**src/rtl/logic_result_collector.sv**
```systemverilog
// logic_result_collector
// Consumer end of the 8-bit bitwise-logic result path. Buffers {tag, result}
// pairs from the AND/OR/XOR units in a small FIFO and presents them in order
// to register-file writeback, so a stalled writeback port does not stall issue.
// Optional feature macro: LRC_FLAGS_EN -- when defined, each entry also carries
// a zero flag and a parity flag computed at push time and driven on
// out_zero/out_par. When undefined those ports are tied to 0.

module logic_result_collector #(
  parameter int WIDTH = 8,
  parameter int DEPTH = 4,
  parameter int TAGW  = 3
) (
  input  logic                     clk,
  input  logic                     rst,
  input  logic                     in_valid,
  output logic                     in_ready,
  input  logic [WIDTH-1:0]         in_data,
  input  logic [TAGW-1:0]          in_tag,
  output logic                     out_valid,
  input  logic                     out_ready,
  output logic [WIDTH-1:0]         out_data,
  output logic [TAGW-1:0]          out_tag,
  output logic                     out_zero,
  output logic                     out_par,
  output logic [$clog2(DEPTH):0]   count
);

  localparam int AW = $clog2(DEPTH);
  localparam int CW = AW + 1;
`ifdef LRC_FLAGS_EN
  localparam int FW = 2;
`else
  localparam int FW = 0;
`endif
  localparam int EW = TAGW + WIDTH + FW;

  logic [EW-1:0] mem_q [DEPTH];
  logic [AW-1:0] wr_ptr_q, wr_ptr_d;
  logic [AW-1:0] rd_ptr_q, rd_ptr_d;
  logic [CW-1:0] count_q, count_d;

  logic          push_w;
  logic          pop_w;
  logic [EW-1:0] entry_wr;
  logic [EW-1:0] head;

  // Flow control depends only on the registered occupancy, never on out_ready,
  // so a full FIFO refuses a push even when a pop happens in the same cycle.
  assign in_ready  = (count_q != CW'(DEPTH));
  assign out_valid = (count_q != '0);
  assign push_w    = in_valid & in_ready;
  assign pop_w     = out_valid & out_ready;
  assign count     = count_q;

  // Entry layout: {tag, data[, zero, par]} with flags in the low bits.
`ifdef LRC_FLAGS_EN
  assign entry_wr = {in_tag, in_data, (in_data == '0), ^in_data};
`else
  assign entry_wr = {in_tag, in_data};
`endif

  // Next-state for pointers and occupancy; power-of-2 depth lets pointers wrap
  // by plain overflow.
  always_comb begin
    wr_ptr_d = wr_ptr_q;
    rd_ptr_d = rd_ptr_q;
    count_d  = count_q;
    if (push_w) wr_ptr_d = wr_ptr_q + AW'(1);
    if (pop_w)  rd_ptr_d = rd_ptr_q + AW'(1);
    if (push_w && !pop_w)      count_d = count_q + CW'(1);
    else if (!push_w && pop_w) count_d = count_q - CW'(1);
  end

  // Control state; reset discards every buffered entry and wins over push/pop.
  always_ff @(posedge clk) begin
    if (rst) begin
      wr_ptr_q <= '0;
      rd_ptr_q <= '0;
      count_q  <= '0;
    end else begin
      wr_ptr_q <= wr_ptr_d;
      rd_ptr_q <= rd_ptr_d;
      count_q  <= count_d;
    end
  end

  // Storage write; contents are not reset because occupancy alone decides validity.
  always_ff @(posedge clk) begin
    if (push_w && !rst) mem_q[wr_ptr_q] <= entry_wr;
  end

  // Head of queue drives the writeback side; data is forced to 0 when empty
  // so stale storage never leaks onto the bus.
  assign head     = mem_q[rd_ptr_q];
  assign out_data = out_valid ? head[FW +: WIDTH] : '0;
  assign out_tag  = out_valid ? head[FW+WIDTH +: TAGW] : '0;

`ifdef LRC_FLAGS_EN
  assign out_zero = (out_valid && !rst) ? head[1] : 1'b0;
  assign out_par  = (out_valid && !rst) ? head[0] : 1'b0;
`else
  assign out_zero = 1'b0;
  assign out_par  = 1'b0;
`endif

endmodule

```
**config.mk**
```make
export PLATFORM = sky130hd
export DESIGN_NAME = logic_result_collector
export DESIGN_NICKNAME = d
export VERILOG_FILES = /design/src/rtl/logic_result_collector.sv
export SDC_FILE = /design/constraint.sdc
export NUM_CORES = 1
export LEC_CHECK = 0
export ABC_AREA = 1
export ABC_CLOCK_PERIOD_IN_PS = 2400
export CAP_MARGIN = 10
export CORE_MARGIN = 1
export CORE_UTILIZATION = 50
export DETAILED_ROUTE_END_ITERATION = 8
export GPL_ROUTABILITY_DRIVEN = 0
export GPL_TIMING_DRIVEN = 0
export PLACE_DENSITY = 0.72
export SYNTH_ARGS = -nofsm -noshare
export SYNTH_HDL_FRONTEND = slang
export SYNTH_SLANG_ARGS = --single-unit
```
**constraint.sdc**
```tcl
create_clock -name clk -period 2.4 [get_ports clk]
set_clock_uncertainty 0.15 [all_clocks]
set_input_delay 0.48 -clock clk [delete_from_list [all_inputs] [get_ports clk]]
set_output_delay 0.48 -clock clk [all_outputs]
set_load 0.03 [all_outputs]
```
# Yosys cells after proc, flatten, opt, wreduce, memory -nomap -nowiden
# Memories as Yosys holds them, arrays and structs flattened. A register that Yosys moved wholly into a read port is not among the register bits.
# Cells that the tools add are included.
[totals] regBits=7 ram_bits=44 input_bits=15 out_inout_bits=18 wordCells=27 memories=1
[mem_list] memory="mem_q" words=4 width=11 read_ports=1 rd_clocked_by_memory_dff=1 wr=1 line="38" rtl="logic [EW-1:0] mem_q [DEPTH];"
[op_classes] add_sub_neg=4 n_eq_ne=1 n_mux=8 bitwise_logic=2 n_reduce_logical=8
[ops] cell="$mux 3" count=3
[ops] cell="$mux 8" count=1
[ops] cell="$add 2x1->2 const B" count=2
[ops] cell="$mux 2" count=2
[ops] cell="$add 3x1->3 const B" count=1
[ops] cell="$logic_and 1x1->1" count=3
[ops] cell="$logic_not 1->1" count=3
[ops] cell="$ne 3x3->1 const B" count=1
[ops] cell="$reduce_bool 3->1" count=1
[ops] cell="$sub 3x1->3 const B" count=1
[ops] cell="$and 1x1->1" count=2
[ops] cell="$mux 1" count=2
[ops] cell="$reduce_bool 2->1" count=1

# Longest topological paths before layout
# Gate-level depths: netlist of the first run.
[logic_depth] word_depth=6 ltp_mapped=12 mapped_depth_nobuf=12

# Worst setup path before layout of the first run
# OpenSTA, ideal clock, no wires.
[synth_timing] path_kind="flip-flop to output port" start="register count_q[2] (netlist: count[2])" end="output port out_data[0]" arrival_time_ns=1.602 required_ns=1.770 slack_ns=0.168 stages_incl_launch_ff=6 n_path_buf=1 cell_sequence="dfxtp_1 > inv_1 > nand2_2 > inv_1 > buf_2 > a21oi_1"
[synth_between] elab_chain_cells=2
[synth_rtl] item="start, declared" line="41" rtl="logic [CW-1:0] count_q, count_d;"
[synth_rtl] item="start signal, assigned" line="84" rtl="count_q <= count_d;"
[synth_rtl] item="$reduce_bool 3->1" line="51" rtl="assign out_valid = (count_q != '0);"
[synth_rtl] item="via out_valid" line="20" rtl="output logic out_valid,"
[synth_rtl] item="$mux 8" line="96" rtl="assign out_data = out_valid ? head[FW +: WIDTH] : '0;"
[synth_rtl] item="end, declared" line="22" rtl="output logic [WIDTH-1:0] out_data,"
# The timed path passes the listed nets, and every way through them passes these cells.

# Final worst setup path of the first run
[layout_timing] start="input port in_valid" end="memory mem_q[0][8] (netlist name) (enable)"
[layout_between] elab_chain_cells=4
[layout_rtl] item="start, declared" line="16" rtl="input logic in_valid,"
[layout_rtl] item="$and 1x1->1" line="52" rtl="assign push_w = in_valid & in_ready;"
[layout_rtl] item="via push_w" line="43" rtl="logic push_w;"
[layout_rtl] item="$logic_and 1x1->1" line="90" rtl="if (push_w && !rst) mem_q[wr_ptr_q] <= entry_wr;"
[layout_rtl] item="$mux 1" line="90"
[layout_rtl] item="$mux 1 (implied by the code)" line="90"
[layout_rtl] item="end, declared" line="38"
# The timed path passes the listed nets, and every way through them passes these cells.

==> results of run 1 <==
[logic make-up (layout without fill, tap and decap cells)]
logic type,after synthesis,in the layout,synth area share (%)
simple gates,78,78,14.0
xor+xnor,1,1,0.394
fa+ha+maj,6,6,3.71
buf+inv,25,63,5.45
flops,53,53,67.5
compound gates,38,38,8.83
other cells,1,2,0.168
[worst max-delay path, cell delays in order]
cell,delay [ns]
clkdlybuf4s50_1,0.50
a21boi_4,0.23
nand2_1,0.14
nor2_1,0.78
[registers in the layout, indices dropped and copies added, names as in the netlist, named ones only]
| register | flops |
|---|---|
| wr_ptr_q | 2 |
| mem_q | 44 |
| rd_ptr_q | 2 |
| count | 3 |
[timing repair]
item / CTS / global route
resized for setup: 33 / 10
endpoints found under the setup margin: 44 / 45
hold buffers: 0 / 0
pin swaps: 0 / 0
[cell type report]
type | count | area share (%)
timing repair buffer | 30 | 11.2
inverter | 16 | 2.22
tap | 50 | 2.31
clock inverter | 3 | 0.787
buffer | 9 | 2.41
multi-input combinational | 125 | 22.8
clock buffer | 5 | 2.55
sequential | 53 | 55.7
[metrics by stage]
stage	area [µm²]	setup TNS, ns	hold WS (ns)
detailed placement	2590	-14.91	0.353
global placement	2590	-15.19	0.340
CTS	2700	-0.414	0.366
finish	2700	0	0.359
global route	2700	-3.44	0.401
floorplan	2230	0	0.309
[cells in the final DEF (no fill, tap or decap), drive strengths merged]
cell type | synthesis | routed
a21oi | 14 | 14
clkbuf | 2 | 8
edfxtp | 44 | 44
ha | 5 | 5
conb | 1 | 2
dfxtp | 9 | 9
clkdlybuf4s50 | 0 | 19
inv | 16 | 17
clkdlybuf4s15 | 0 | 9
o21ai | 23 | 23
buf | 7 | 8
xor2 | 1 | 1
a21boi | 1 | 1
clkinv | 0 | 1
nand3b | 1 | 1
nand2 | 15 | 15
clkinvlp | 0 | 1
nand3 | 4 | 4
fa | 1 | 1
nor2 | 58 | 58
[power breakdown]
part / switching (µW) / internal [µW] / leakage [µW]
combinational: 860 / 484 / 0.000481
sequential: 78.5 / 1100 / 0.000475
clock: 276 / 207 / 0.0000445
total: 1210 / 1790 / 0.00100
[worst paths after layout]
kind                             startpoint     endpoint  slack, ns  depth (start not counted)
worst max-delay path               in_valid  mem_q[0][8]       0.04                          4
worst min-delay path            rd_ptr_q[0]    flip-flop       0.36                          2
worst max register to register     count[0]  mem_q[0][8]       0.29                          4
worst min register to register  rd_ptr_q[0]    flip-flop       0.36                          2
[routing by layer]
metal / GRT usage, % / wire length (µm)
met4: 9.18 / 91
met1: 22.3 / 1740
met2: 35.0 / 2000
met5: 0 / 0
met3: 5.43 / 118
==> impl_metrics.yaml, run 1 <==
drt:
  via_per_inst: 5.02
  final_antenna_net_count: 0
  post_drt_wl_per_cell_um: 13.6
  drc: 0
  drt_first_pass_iters: 4
  routed_wl_um: 3950
  vias: 1462
  drt_iter0_markers: 93
clock_tree:
  clock_latency_ns: 0.30
  cts-root-buf: "clkbuf_8"
  clk_path_buf_depth: 2
  clk_pin_slew_worst_paths_ns: 0.09
  cts_max_level: 2
  cts_buffers: 5
  cts_sinks: 53
  cts_tree: "yes"
  cts_setup_buffers: 0
synthesis:
  yosys_warnings: 0
  synth.top_cells.by_count: "nor2_1, edfxtp_1, o21ai_0"
  synth.area.top_cells: "edfxtp_1, nor2_1, dfxtp_1"
  ys.flop_type: "edfxtp_1"
  netlist_instances: 202
  synthesis.area_um2: 2230
  yosysMostFrequentCell: "nor2_1"
  avgSynthCellArea_um2: 11.0
  synth_cell_type_count: 22
  ys_async_sr_fraction_pct: 0
  synth_top_cell_by_area: "edfxtp_1"
  seq_area_frac_synth_pct: 67.5
  synth_edf_count: 44
  synth_top_area_share_pct: 59.4
  ys_seq_elements: 53
sta:
  rsz0062_at_grt: "true"
  setup_viol: 0
  slew_violations: 0
  setup_ws_ns: 0.0389
  fmax_ghz: 0.424
  hold_viol_final: 0
  fin_crit_sh_pct: 98.4
  relSlewSlack_pct: 32.8
  post-route-min-period_ns: 2.36
  worstMarginPinSlew_ns: 1.00
worst_setup_path:
  endpoint_kind: "flip-flop"
  cp.required_ns: 2.18
  cp-start-kind: "input port"
  worst_ep_arrival_time_ns: 2.14
  crit_fanout: 11
  crit_type: "input port to flip-flop"
power_and_ir_drop:
  vdd_drop_max_v: 0.000769
  powerDensity_nw_per_um2: 1110
  p_leak_uw: 0.00100
  power_uw: 3000
worst_hold_path:
  min_path_type: "flip-flop to flip-flop"
place:
  placed_cells: 283
  dpl_worst_slack_ns: -0.388
  io_buffers: 30
  dp_hpwl_um: 2590
global_routing:
  grt_max_degree: 18
  grt_pass1_vias: 1398
  grt_usage_pct: 19.9
  grt_pass1_wl_um: 6310
  gr-total-overflow: 0
  antenna_found_initial: 0
final_layout:
  seq_area_um2: 1510
  nNetsFinal: 261
  syn2layout_area_growth_pct: 21.4
  fin_util_pct: 65.2
  multiInputGateArea_um2: 617
  fillers: 343
  diodes: 0
  finalNonFillerCells: 291
  drive_gt1_share_pct: 14.9
floorplanning:
  die_y_um: 68.7
  start_util_pct: 53.7
  row_count: 23
  coreArea_um2: 4140
  dieArea_um2: 4720
  ios: 33
  die_w_um: 68.7
status:
  status: "finished, final reports clean"
flow_run:
  drv_cap: 0
Note: power is estimated with default switching activity, not from simulation.
==> run 2, diff against run 1 <==
- CELL_PAD_IN_SITES_DETAIL_PLACEMENT: unset -> 1
- CELL_PAD_IN_SITES_GLOBAL_PLACEMENT: unset -> 2
- CORE_MARGIN: 1 -> 1.5
- CORE_UTILIZATION: 50 -> 35
- PLACE_DENSITY: 0.72 -> 0.76
==> run 2 against run 1 <==
  * The flow now finishes with violations (negative setup slack)
  * Flip-flop and latch count unchanged
  * Register-to-register slack got worse by 0.10 ns
  * Fmax decreased by 3.9%
  * Critical path depth unchanged
  * Worst setup slack worse by 0.097 ns
  * Sequential power about the same
  * Combinational power shrank 4%
  * Critical path type unchanged
  * Critical endpoint unchanged
  * Largest cell class unchanged
  * Highest routed layer unchanged
==> impl_metrics.yaml, run 2 (synthesis results as in run 1) <==
place:
  placed_cells: 308
  dp_hpwl_um: 3220
  io_buffers: 30
sta:
  worstMarginPinSlew_ns: 1.06
  hold_viol_final: 0
  setup_ws_ns: -0.0579
  fmax_ghz: 0.407
  slew_violations: 0
  post-route-min-period_ns: 2.46
  fin_crit_sh_pct: 102
  rsz0062_at_grt: "true"
  finalSetupTns_ns: -1.16
  setup_viol: 31
  relSlewSlack_pct: 29.3
drt:
  drc: 0
  vias: 1481
  via_per_inst: 4.69
  final_antenna_net_count: 0
  routed_wl_um: 4610
  drt_first_pass_iters: 4
  drt_iter0_markers: 65
  post_drt_wl_per_cell_um: 14.6
global_routing:
  grt_usage_pct: 15.2
  grt_pass1_vias: 1485
  grt_pass1_wl_um: 7310
  antenna_found_initial: 0
  gr-total-overflow: 0
  grt_max_degree: 17
worst_setup_path:
  crit_fanout: 11
  cp.required_ns: 2.17
  worst_path_max_delay_cell: "nor2_1"
  worst_ep_arrival_time_ns: 2.23
  crit_type: "input port to flip-flop"
  crit_start: "in_valid"
  path_cells: "clkdlybuf4s50_1 > a21boi_2 > nand2_1 > nor2_1"
  cp-start-kind: "input port"
  r2r_slack_ns: 0.19
  cp_slowest_stage_delay_ns: 0.83
  endpoint_kind: "flip-flop"
  reg2reg_depth: 4
  r2r_start: "count[1]"
final_layout:
  diodes: 0
  fillers: 694
  drive_gt1_share_pct: 14.5
  largest_register: "mem_q"
  final_cell_mix: "nor2_1, edfxtp_1, clkdlybuf4s50_1"
  syn2layout_area_growth_pct: 21.2
  largest_reg_flops: 44
  multiInputGateArea_um2: 609
  layout_commonest_cell: "nor2_1"
  nNetsFinal: 261
  seq_area_um2: 1510
  finalNonFillerCells: 316
power_and_ir_drop:
  vdd_drop_max_v: 0.000392
  p_leak_uw: 0.00101
  power_uw: 3030
  powerDensity_nw_per_um2: 1120
clock_tree:
  clk_pin_slew_worst_paths_ns: 0.09
  cts_setup_buffers: 0
  cts-root-buf: "clkbuf_8"
  cts_buffers: 5
  cts_sinks: 53
  cts_tree: "yes"
  clk_path_buf_depth: 2
  clock_latency_ns: 0.30
  cts_max_level: 2
worst_hold_path:
  min_path_type: "flip-flop to flip-flop"
  holdPathStages: 2
  hold_start: "rd_ptr_q[1]"
floorplanning:
  dieArea_um2: 6850
  start_util_pct: 36.9
  row_count: 28
  ios: 33
  coreArea_um2: 6030
  die_y_um: 82.7
  die_w_um: 82.7
status:
  status: "finished, violations left"
  violations: "negative setup slack"
flow_run:
  drv_cap: 0
==> run 2: final cells by class <==
type	instances	share of cell area (%)
inverter	16	2.23
clock buffer	7	3.99
multi-input combinational	125	22.6
buffer	9	2.32
timing repair buffer	30	9.32
sequential	53	55.8
tap	75	3.48
clock inverter	1	0.278
==> run 2: what timing repair did <==
action                     in CTS  in global routing
hold buffers                    0                  0
gates cloned                    0                  0
setup endpoints to repair      55                 43
resized for setup              24                 18
==> run 2: stage by stage <==
| step | setup WS (ns) | hold slack (ns) | util, % | cell area, µm² |
|---|---|---|---|---|
| CTS | -0.107 | 0.360 | 45.5 | 2740 |
| global route | -0.175 | 0.393 | 44.8 | 2700 |
| global placement | -0.448 | 0.342 | 43.5 | 2620 |
| finish | -0.0579 | 0.350 | 44.8 | 2700 |
| detailed placement | -0.484 | 0.345 | 43.5 | 2620 |
| floorplan | 0.168 | 0.309 | - | 2230 |
==> run 2: worst paths after layout <==
kind,to
hold / removal,rd_ptr_q[1]
setup / recovery,mem_q[0][8]
hold reg to reg,rd_ptr_q[1]
setup reg to reg,mem_q[0][8]
==> run 2: metal layers <==
layer  GRT usage, %  routed length, µm  up-vias
met2           26.6               2370       18
met4           5.00                 57        0
met3           2.97                104        4
met5              0                  0        -
met1           18.8               2080      712
li1               -                  -      747
==> run 2: power breakdown <==
| part | leakage (µW) | internal [µW] | switching (µW) |
|---|---|---|---|
| logic | 0.000478 | 415 | 875 |
| registers | 0.000474 | 1090 | 74.4 |
| clock network | 0.0000556 | 297 | 275 |
==> run 2: critical path, delay by kind of cell <==
kind,cells,cell delay (ns)
buf+inv,1,0.50
compound gates,1,0.26
simple gates,2,0.99
==> patch 1: new RTL, settings of run 1 <==
Change the parameter `TAGW` from 3 to 6.
--- a/src/rtl/logic_result_collector.sv
+++ b/src/rtl/logic_result_collector.sv
@@ -9,7 +9,7 @@
 module logic_result_collector #(
   parameter int WIDTH = 8,
   parameter int DEPTH = 4,
-  parameter int TAGW  = 3
+  parameter int TAGW  = 6
 ) (
   input  logic                     clk,
   input  logic                     rst,
Interface: changed (resized in_tag and out_tag); port bits go from 33 to 39. The function was not compared with the original's and may differ.
==> patch 1 against run 1 <==
  * Routed wire length increased by 36%
  * Sequential cell count increased by 12
  * Design area increased by 24%
  * Non-clock buffer count increased by 11
  * Maximum frequency increased by 1.7%
  * Cell count increased by 25%
  * Setup slack improved by 0.039 ns
  * Total power increased by 28%
  * Synthesized area increased by 21%
==> patch 1: results (changes against run 1) <==
[yosys]
synth_xor_area_share_pct=0.324  ; was 0.393%
synth_edf_count=56  ; was 44
synth_common_cells=nor2_1, edfxtp_1, a21oi_1, o21ai_1  ; was nor2_1, edfxtp_1, o21ai_0, inv_1
synth_compound_area_share_pct=8.94  ; was 8.83%
synthAdderAreaFrac_pct=3.06  ; was 3.71%
synth.distinct_cells=23  ; was 22
synth-seq-area-share_pct=68.9  ; was 67.5%

[global_route]
grt_start_max_net_pins=11  ; was 18
grt_pass1_wl_um=7940  ; was 6310 um
gr-usage-met3_pct=4.37  ; was 5.43%
grt.total_usage_pct=20.6  ; was 19.9%
gr-usage-met1_pct=26.2  ; was 22.3%
gr-usage-met2_pct=33.3  ; was 35.0%
grt_pass1_vias=1624  ; was 1,398

[power_and_ir_drop]
power_density_nw_per_um2=1150  ; was 1110 nW/um^2
internal-power_mw=2.36  ; was 1.79 mW
peakVddDrop_uv=931  ; was 769 uV
p_seq_share_pct=36.5  ; was 39.1%
leakagePower_nw=1.25  ; was 1.00 nW
power_mw=3.85  ; was 3.00 mW

[place]
dp_hpwl_um=3530  ; was 2590 um
io_buffers=36  ; was 30
dp.cells=347  ; was 283
pre_cts_ws_ns=-0.389  ; was -0.388 ns
postPlaceCellArea_sq_um=3190  ; was 2590 sq um

[drt]
num_vias=1805  ; was 1,462
drtIter0Drc=103  ; was 93
wire_per_inst_um=14.8  ; was 13.6 um
met1_length_um=2400  ; was 1740 um
dr_wl_met3_um=194  ; was 118 um
wl_um=5380  ; was 3950 um

[critical_path]
cp.arrival_ns=1.69  ; was 2.14 ns
rr_endpoint=count[2]  ; was mem_q[0][8]
crit_type=reg2out  ; was in2reg
crit_family=buffers and inverters  ; was simple AND/OR/NAND/NOR gates
reg2regPathDepth=12  ; was 4
max_stage_delay_ns=0.37  ; was 0.78 ns
rr_startpoint=count[1]  ; was count[0]
cp_slowest_cell=dfxtp_1  ; was nor2_1
crit_fanout=10  ; was 11
timing.critical_path.to=out_data[4]  ; was mem_q[0][8]

[outcome]
status=finished, final reports clean  ; unchanged

[sta]
min_period_over_period_pct=96.7  ; was 98.4%
whs_ns=0.362  ; was 0.359 ns

[cells_and_area]
drive_gt1_share_pct=17.7  ; was 14.9%
largest_register_ffs=56  ; was 44
final_nets=312  ; was 261
nFillCells=446  ; was 343

[clock_network]
htree_levels=3  ; was 2
cts_made_buffers=9  ; was 5
cts.clk_slew.worst_paths_ns=0.06  ; was 0.09 ns
clock_latency_ns=0.33  ; was 0.30 ns

[hold_path]
hp-class=reg2reg  ; unchanged
hold_path_depth=2  ; unchanged
min-delay-start=rd_ptr_q[1]  ; was rd_ptr_q[0]

patch 1: cell families (layout without fill, tap and decap cells):
| kind of cell | count (synthesis) | in the layout |
|---|---|---|
| compound gates | 47 | 47 |
| buf+inv | 26 | 82 |
| other cells | 1 | 2 |
| fa+ha+maj | 6 | 6 |
| simple gates | 90 | 90 |
| flops | 65 | 65 |
| xor+xnor | 1 | 1 |
patch 1: final cells by class:
type | count | area share, %
Sequential cell | 65 | 55.7
Tap cell | 70 | 2.62
Multi-Input combinational cell | 146 | 21.0
Clock buffer | 12 | 4.04
Buffer | 10 | 2.91
Clock inverter | 4 | 1.31
Timing Repair Buffer | 40 | 10.7
Inverter | 16 | 1.79
patch 1: repair_timing:
action | in CTS | in global routing
endpoints found under the hold margin | 0 | 0
gates resized for setup | 45 | 23
hold buffers | 0 | 0
cloned | 0 | 0
endpoints found under the setup margin | 22 | 30
==> patch 2: new RTL, settings of run 1 <==
Made on the original files. Put one more register stage on the output `count`, without a reset. The value now appears one clock later. The other outputs are not delayed to match.
--- a/src/rtl/logic_result_collector.sv
+++ b/src/rtl/logic_result_collector.sv
@@ -51,7 +51,9 @@
   assign out_valid = (count_q != '0);
   assign push_w    = in_valid & in_ready;
   assign pop_w     = out_valid & out_ready;
-  assign count     = count_q;
+  always_ff @(posedge clk) begin
+    count <= count_q;
+  end
 
   // Entry layout: {tag, data[, zero, par]} with flags in the low bits.
 `ifdef LRC_FLAGS_EN
Check against the original RTL: not equivalent (a bounded check fails within 4 cycles, from zero or initial values and one cycle with rst high).
==> patch 2 against run 1 <==
  * Utilization down 2.1 points
  * Sequential power up 5%
  * Sequential share of layout area up 0.75 points
  * Global-route usage down 1.5 points
  * Sequential cell count up 3
  * Routed wire length up 0.86%
  * First-iteration DRC count up 18%
  * Synthesized cell count up 1.5%
  * Synthesized area up 2.6%
  * Largest cell class unchanged
  * Design area up 2.4%
  * Setup slack worse by 0.033 ns
  * Total power down 0.30%
==> patch 2: results (changes against run 1) <==
[outcome]
status=finished, final reports clean  ; unchanged

[critical_path]
rr_startpoint=count_q[0]  ; was count[0]
rr_endpoint=mem_q[3][5]  ; was mem_q[0][8]
cp.arrival_ns=1.76  ; was 2.14 ns
r2r_setup_slack_ns=0.15  ; was 0.29 ns
reg2regPathDepth=4  ; unchanged
crit_fanout=10  ; was 11

[clock_network]
cts.clk_slew.worst_paths_ns=0.10
htree_levels=2  ; unchanged
cts_buffer_depth=2  ; unchanged
clock_latency_ns=0.31
root_buffer=clkbuf_8  ; unchanged
cts_made_buffers=5  ; unchanged

[hold_path]
min-delay-start=count_q[2]  ; was rd_ptr_q[0]
hold_path_end=count[2]
hold_path_depth=0  ; was 2
hp-class=reg2reg  ; unchanged

[drt]
num_vias=1473  ; was 1,462
wire_per_inst_um=13.4  ; was 13.6 um
firstDrtPassIters=4  ; unchanged
routed-wl-met2_um=1960  ; was 2000 um
dr_wl_met3_um=199  ; was 118 um
drtIter0Drc=110  ; was 93
dr.max_layer_used=met4  ; unchanged
routed_via_density=4.98  ; was 5.02
met1_length_um=1730  ; was 1740 um

[cells_and_area]
largest_registers=mem_q (44), count (3), count_q (3)
final_nets=264  ; was 261
diodes=0  ; unchanged
drive_gt1_share_pct=13.5  ; was 14.9%

[yosys]
synthTopCellsByArea=edfxtp_1, dfxtp_1, nor2_1, o21ai_0, a21oi_1  ; was edfxtp_1, nor2_1, dfxtp_1, o21ai_0, a21oi_1
synthAdderAreaFrac_pct=3.62  ; was 3.71%
synth_common_cells=nor2_1, edfxtp_1, o21ai_0, inv_1, a21oi_1  ; was nor2_1, edfxtp_1, o21ai_0, inv_1
yosys_warnings=0  ; unchanged
synth.distinct_cells=21  ; was 22
synth.area.mux_share_pct=0  ; unchanged
synth-seq-area-share_pct=68.4  ; was 67.5%
synth_flop_cell=edfxtp_1  ; unchanged
synth_xor_area_share_pct=0  ; was 0.393%
synthArstFlopShare_pct=0  ; unchanged
syn_avg_cell_area_sq_um=11.1  ; was 11.0 sq um
synth_compound_area_share_pct=9.04  ; was 8.83%
synth_edf_count=44  ; unchanged

[global_route]
grt.total_usage_pct=18.4  ; was 19.9%
grt_start_max_net_pins=19  ; was 18
grt_pass1_wl_um=6490  ; was 6310 um
antenna_found_initial=0  ; unchanged
grt_pass1_vias=1369  ; was 1,398

[place]
io_buffers=30  ; unchanged
pre_cts_ws_ns=-0.349  ; was -0.388 ns
dp.cells=288  ; was 283
dp_hpwl_um=2540  ; was 2590 um

[power_and_ir_drop]
switching_share_pct=39.1  ; was 40.5%
leakagePower_nw=1.01  ; was 1.00 nW
peakVddDrop_uv=466  ; was 769 uV

[sta]
worstMarginPinSlew_ns=1.03  ; was 1.00 ns

[run]
maxCapViolCount=0  ; unchanged

==> patch 2: changes by cell type after synthesis <==
cell,delta
dfxtp_1,+3
a21oi_1,+1
nor2_1,-1
o21ai_0,+1
xor2_1,-1
==> patch 2: cell families (layout without fill, tap and decap cells) <==
group | count (synthesis) | after routing
and+or+nand+nor | 77 | 77
DFF | 56 | 56
AOI/OAI and AO/OA | 40 | 40
buffers and inverters | 25 | 63
adders and majority gates | 6 | 6
other | 1 | 2
==> patch 2: metrics by stage <==
step	instance area (sq um)	util, %	hold slack (ns)
floorplan	2290	-	0.226
global placement	2650	60.5	0.237
detailed placement	2650	60.5	0.243
CTS	2760	62.9	0.259
global route	2770	63.1	0.272
finish	2770	63.1	0.256
==> patch 2: power groups by stage <==
stage	logic (mW)	clock network, mW	registers [mW]
floorplan	0.755	0	1.29
global placement	1.26	0	1.25
detailed placement	1.27	0	1.25
CTS	1.24	0.525	1.23
global route	1.35	0.563	1.25
finish	1.24	0.520	1.23
==> patch 2: routing by layer <==
metal | vias up | global-route usage [%]
li1 | 761 | -
met1 | 663 | 23.9
met2 | 40 | 28.5
met3 | 9 | 4.94
met4 | 0 | 9.07
met5 | - | 0
==> patch 2: what timing repair did <==
item,in CTS,in global routing
gates resized for setup,33,5
endpoints found under the setup margin,32,55
buffers inserted,0,0
==> patch 2: cell type report <==
cell class                 count  area [sq um]
clock buffer                   5          68.8
multi-input combinational    125           607
timing repair buffer          30           314
buffer                         9          65.1
sequential                    56          1560
tap                           52          65.1
inverter                      16          60.1
clock inverter                 3          23.8
fill                         366          1620
==> patch 2: worst max-delay path by stage <==
stage	start	to	slack [ns]
after detailed placement	in_valid	mem_q[2][5]	-0.35
final	count_q[0]	out_data[2]	0.006
after CTS	in_valid	mem_q[2][8]	-0.02
after global placement	in_valid	mem_q[3][5]	-0.34
after global routing	in_valid	mem_q[0][5]	-0.16
after floorplan	count_q[0]	out_data[0]	0.37
==> patch 2: worst max-delay path, cell delays in order, from the launching register on <==
cell and delay (ns):
dfxtp_1 0.48, nor2_4 0.08, nand2_2 0.11, inv_1 0.06, buf_2 0.20, a21oi_1 0.19, clkdlybuf4s15_2 0.33
